### config.mk
export PLATFORM = sky130hd
export DESIGN_NAME = gpio_input_capture
export DESIGN_NICKNAME = d
export VERILOG_FILES = /design/src/rtl/gpio_input_capture.sv
export SDC_FILE = /design/constraint.sdc
export NUM_CORES = 1
export LEC_CHECK = 0
export ABC_AREA = 1
export CORE_MARGIN = 5
export CORE_UTILIZATION = 43
export CTS_BUF_LIST = sky130_fd_sc_hd__clkbuf_2 sky130_fd_sc_hd__clkbuf_4 sky130_fd_sc_hd__clkbuf_8
export DETAILED_ROUTE_END_ITERATION = 16
export HOLD_SLACK_MARGIN = 0.15
export PLACE_DENSITY = 0.92
export RECOVER_POWER = 25
export SETUP_SLACK_MARGIN = 0.15
export SYNTH_ARGS = -nofsm -noshare
export SYNTH_HDL_FRONTEND = slang
export SYNTH_SLANG_ARGS = --single-unit
### constraint.sdc
create_clock -name clock -period 1.2 [get_ports clock]
set_clock_uncertainty 0.15 [all_clocks]
set_input_delay 0.12 -clock clock [delete_from_list [all_inputs] [get_ports clock]]
set_output_delay 0.12 -clock clock [all_outputs]
set_load 0.01 [all_outputs]
### src/rtl/gpio_input_capture.sv
// GPIO input capture: two-flop synchronizer, optional per-pin debounce, sticky edge-event flags.
// Debounce counters are built only when GPIO_DEBOUNCE_EN is defined; otherwise levels pass straight through.
module gpio_input_capture #(
    parameter int N               = 9,
    parameter int DEBOUNCE_CYCLES = 4
) (
    input  logic         clock,
    input  logic         reset_n,
    input  logic [N-1:0] pin,
    input  logic [N-1:0] mode,
    input  logic [N-1:0] rise_enable,
    input  logic [N-1:0] fall_enable,
    input  logic         clear_enable,
    input  logic [N-1:0] clear_mask,
    output logic [N-1:0] to_processor,
    output logic [N-1:0] event_flags,
    output logic         interrupt
);

    if (DEBOUNCE_CYCLES < 1 || DEBOUNCE_CYCLES > 255) begin : g_bad_debounce
        $error("gpio_input_capture: DEBOUNCE_CYCLES must be within 1..255");
    end

    logic [N-1:0] sync1;
    logic [N-1:0] sync2;
    logic [N-1:0] stable;
    logic [N-1:0] stable_prev;
    logic [N-1:0] set_bits;
    logic [N-1:0] clear_bits;

    always_ff @(posedge clock or negedge reset_n) begin
        if (!reset_n) begin
            sync1 <= '0;
            sync2 <= '0;
        end else begin
            sync1 <= pin;
            sync2 <= sync1;
        end
    end

`ifdef GPIO_DEBOUNCE_EN
    localparam logic [7:0] LAST_COUNT = 8'(DEBOUNCE_CYCLES - 1);

    logic [7:0] count [N];

    // A new level is accepted only after DEBOUNCE_CYCLES consecutive differing samples.
    always_ff @(posedge clock or negedge reset_n) begin
        if (!reset_n) begin
            stable <= '0;
            for (int i = 0; i < N; i++) begin
                count[i] <= 8'd0;
            end
        end else begin
            for (int i = 0; i < N; i++) begin
                if (sync2[i] == stable[i]) begin
                    count[i] <= 8'd0;
                end else if (count[i] == LAST_COUNT) begin
                    stable[i] <= sync2[i];
                    count[i]  <= 8'd0;
                end else begin
                    count[i] <= count[i] + 8'd1;
                end
            end
        end
    end
`else
    always_ff @(posedge clock or negedge reset_n) begin
        if (!reset_n) begin
            stable <= '0;
        end else begin
            stable <= sync2;
        end
    end
`endif

    always_ff @(posedge clock or negedge reset_n) begin
        if (!reset_n) begin
            stable_prev <= '0;
        end else begin
            stable_prev <= stable;
        end
    end

    // Pins configured as outputs still read back, but never raise events.
    always_comb begin
        set_bits   = ((stable & ~stable_prev & rise_enable) |
                      (~stable & stable_prev & fall_enable)) & ~mode;
        clear_bits = clear_enable ? clear_mask : '0;
    end

    // Set wins over clear for the same bit in the same cycle.
    always_ff @(posedge clock or negedge reset_n) begin
        if (!reset_n) begin
            event_flags <= '0;
        end else begin
            event_flags <= (event_flags & ~clear_bits) | set_bits;
        end
    end

    assign to_processor = stable;
    assign interrupt    = |event_flags;

endmodule
==> Word-level counts from Yosys, hierarchy flattened <==
Index checks and enable logic that the tools add are counted.
{ "word_totals": {"ff_bits": 45, "in_bits": 48, "output_inout_bits": 19, "wordCells": 19} }
{ "classes": {"n_mux": 1, "bitwise": 12, "n_reduce_logical": 1} }
{ "op_table": {"columns": ["op", "n"], "rows": [
  ["$and A9 B9 Y9", 6],
  ["$not A9 Y9", 4],
  ["$or A9 B9 Y9", 2],
  ["$mux W9", 1],
  ["$reduce_or A9 Y1", 1]
]} }

==> Logic depth before layout (Yosys ltp) <==
{ "depth": {"word_depth": 6, "mapped_depth": 5, "mapped_depth_nobuf": 5} }

==> Least setup slack after synthesis <==
Ideal clock, no wire load.
{ "synth_timing": {"kind": "reg2out", "startpoint": "register event_flags[6]", "endpoint": "output port interrupt", "t_arrival_ns": 0.804, "required_ns": 0.930, "slack_ns": 0.126, "path_stages_with_launch": 4, "n_path_buf": 0, "path_cell_list": "dfrtp_1 -> or2_1 -> nor2_1 -> nand2_1"} }
{ "synth_between": {"elab_chain_len": 1} }
{ "synth_rtl": {"columns": ["element", "line", "rtl"], "rows": [
  ["from (decl)", "16", "output logic [N-1:0] event_flags,"],
  ["from (signal assigned)", "96", "event_flags <= (event_flags & ~clear_bits) | set_bits;"],
  ["$reduce_or A9 Y1", "101", "assign interrupt = |event_flags;"],
  ["to (decl)", "17", "output logic interrupt"]
]} }
Every way passes these cells.

==> Worst setup path in the final report <==
{ "layout_timing": {"startpoint": "register event_flags[5]", "endpoint": "output port interrupt"} }
The elaborated chain is that of the path after synthesis.

==> results.json <==
{
  "grtUsageTotal_pct": 15.0,
  "power_density_nw_per_um2": 1210,
  "fin_crit_ns": 1.50,
  "synth_top_family_by_area": "simple AND/OR/NAND/NOR gates",
  "path_class": "flip-flop to output port",
  "cts_sinks": 45,
  "h-tree-depth": 2,
  "arrival_ns": 1.23,
  "clkLatencyLatePin_ns": 0.33,
  "synth_top_area_cell": "dfrtp_1",
  "synth_xor_area_share_pct": 0,
  "cts_root_buffer": "clkbuf_4",
  "die_y_um": 69.9,
  "cp.required_ns": 0.93,
  "failed_checks": "setup timing",
  "final_hold_viol_count": 0,
  "synth_cell_type_count": 8,
  "worstHoldPathType": "flip-flop to flip-flop",
  "drt_first_pass_iters": 4,
  "cp-end-kind": "output port",
  "tightest_slew_ns": 0.754,
  "overflow": 0,
  "gp_congestion": 0.768,
  "hold_depth": 0,
  "leakage_nw": 1.38,
  "relSlewSlack_pct": 49.7,
  "synth-compound-area-share_pct": 0,
  "start_util_pct": 45.2,
  "synth_cells": 152,
  "drt-initial-drc-count": 15,
  "clockBufferDepth": 2,
  "fmax_ghz": 0.666,
  "io_pins": 67,
  "via_per_inst": 4.32,
  "worstSetupStartpointType": "flip-flop",
  "status": "finished with violations",
  "regToRegEndpoint": "event_flags[5]$_DFF_PN0_",
  "dr_total_vias": 1318,
  "coreArea_sq_um": 3420,
  "nets": 306,
  "antenna_cells": 0,
  "cts_tree": "built",
  "dp_hpwl_mm": 2.50,
  "synthTopCellsByArea": "dfrtp_1 (73%), nand2_1 (16%), inv_1 (6.6%)",
  "ys_seq_area_share_pct": 72.9,
  "rr_worst_depth": 7,
  "io_buffer_count": 66,
  "antenna_found_initial": 0,
  "rr_startpoint": "to_processor[5]$_DFF_PN0_",
  "min-delay-start": "sync1[8]$_DFF_PN0_",
  "fillers": 220,
  "clk_pin_slew_ns": 0.12,
  "period_share_pct": 125,
  "synthAdderAreaFrac_pct": 0,
  "critPathBufInv": 1,
  "yosys.area_share.simple_pct": 20.2,
  "postSynthAreaPerCell_sq_um": 10.2,
  "dieArea_sq_um": 4890,
  "rrSetupSlack_ns": 0.08,
  "ys_ff_latch": 45,
  "instances_no_fill": 305,
  "area_delta_synth_final_pct": 77.0,
  "hold_buffers": 10,
  "synth_warnings": 0,
  "setup_slack_ns": -0.301,
  "min_to": "sync2[8]$_DFF_PN0_",
  "drive_gt1_share_pct": 29.7,
  "maxCapViolations": 0,
  "grt_pass1_vias": 1357,
  "cp_top_family": "flip-flops",
  "ant_nets": 0,
  "synth_nets": 200,
  "numCtsBuffers": 5,
  "synth_top_area_share_pct": 72.9,
  "grt_pass1_wl_mm": 5.84,
  "drt-total-wl_mm": 3.59,
  "dp_cells": 282,
  "detail_route.wl_per_cell_um": 11.8,
  "cp_cell_sequence": "or2_1, nor2_1, nand2_1, buf_2",
  "setup-violations-final": 10,
  "syn_area_sq_um": 1540,
  "die_x_um": 69.9,
  "critPathMaxFanout": 2,
  "final_core_util_pct": 80.0,
  "rsz0062_at_grt": "true",
  "drv_slew": 0,
  "num_rows": 21,
  "slowest_delay_ns": 0.39,
  "yosys-mux-area-fraction_pct": 0,
  "cp_slowest_cell": "dfrtp_1",
  "peakVddDrop_mv": 0.881,
  "post-route-drc-count": 0,
  "grt_max_degree": 34
}
## how the worst max path moves through the flow
stage / from / end / depth (start not counted)
after CTS: event_flags[5]$_DFF_PN0_ / interrupt / 4
after global routing: event_flags[5]$_DFF_PN0_ / interrupt / 4
final: event_flags[5]$_DFF_PN0_ / interrupt / 4
after detailed placement: event_flags[5]$_DFF_PN0_ / interrupt / 4
after global placement: event_flags[5]$_DFF_PN0_ / interrupt / 4
after floorplan: event_flags[5]$_DFF_PN0_ / interrupt / 3
## cell type report
type,count,area (sq um),share of cell area [%]
flip-flops and latches,45,1130,41.2
repair buffers,100,992,36.3
multi-input cells,79,364,13.3
inverters,27,104,3.80
clock buffers,7,58.8,2.15
well taps,46,57.6,2.11
clock inverters,1,30.0,1.10
## cells in the mapped netlist
cell type	instances
nand3_1	9
nor2_1	3
dfrtp_1	45
nor3_1	1
or2_1	1
inv_1	27
buf_2	1
nand2_1	65
## per-stage QoR
step                TNS (ns)  setup WS (ns)  cell area (sq um)  hold WS, ns  total power (W)
CTS                   -0.845         -0.306               2640       0.0325          0.00329
global placement      -0.665         -0.240               2410       -0.129          0.00224
global route           -4.05         -0.384               2730        0.215          0.00348
detailed placement    -0.841         -0.254               2410       -0.120          0.00226
floorplan                  0          0.142               1540       -0.326          0.00184
finish                -0.827         -0.301               2730        0.198          0.00331
## registers in the layout, summed over array words and instances, names as in the netlist
| register | count |
|---|---|
| sync1 | 9 |
| stable_prev | 9 |
| sync2 | 9 |
| event_flags | 9 |
| to_processor | 9 |
## repair_timing
action / CTS / global route
hold endpoints to repair: 54 / 12
gates resized for setup: 105 / 28
buffers inserted: 2 / 3
setup endpoints to repair: 21 / 27
pin swaps: 4 / 12
## per-layer routing
metal | up-vias | GRT usage, % | share of wire (%)
li1 | 653 | - | -
met1 | 616 | 17.1 | 37
met2 | 43 | 26.9 | 56
met3 | 6 | 4.73 | 5.6
met4 | 0 | 4.47 | 1.3
met5 | - | 0 | 0
## power by group
part	total, W	switching (W)	internal, W
sequential	0.00168	0.0000569	0.00162
combinational	0.000683	0.000247	0.000436
clock	0.000947	0.000426	0.000521
## cell families (layout without fill, tap and decap cells)
logic type	Yosys count	count (layout)
and+or+nand+nor	79	79
DFF	45	45
buffers and inverters	28	135
## layout by cell type, fill, tap and decap left out, types with 2 or more instances in the layout
master and instances:
nor2_1 2, nand3_1 6, nand2_2 14, clkdlybuf4s50_1 46, inv_1 19, inv_2 7
buf_2 8, nand3_2 3, nand2_1 51, buf_4 4, dlygate4sd3_1 10, dfrtp_1 45
buf_6 30, clkbuf_4 6
No activity file was read; power rests on OpenSTA's default activity.
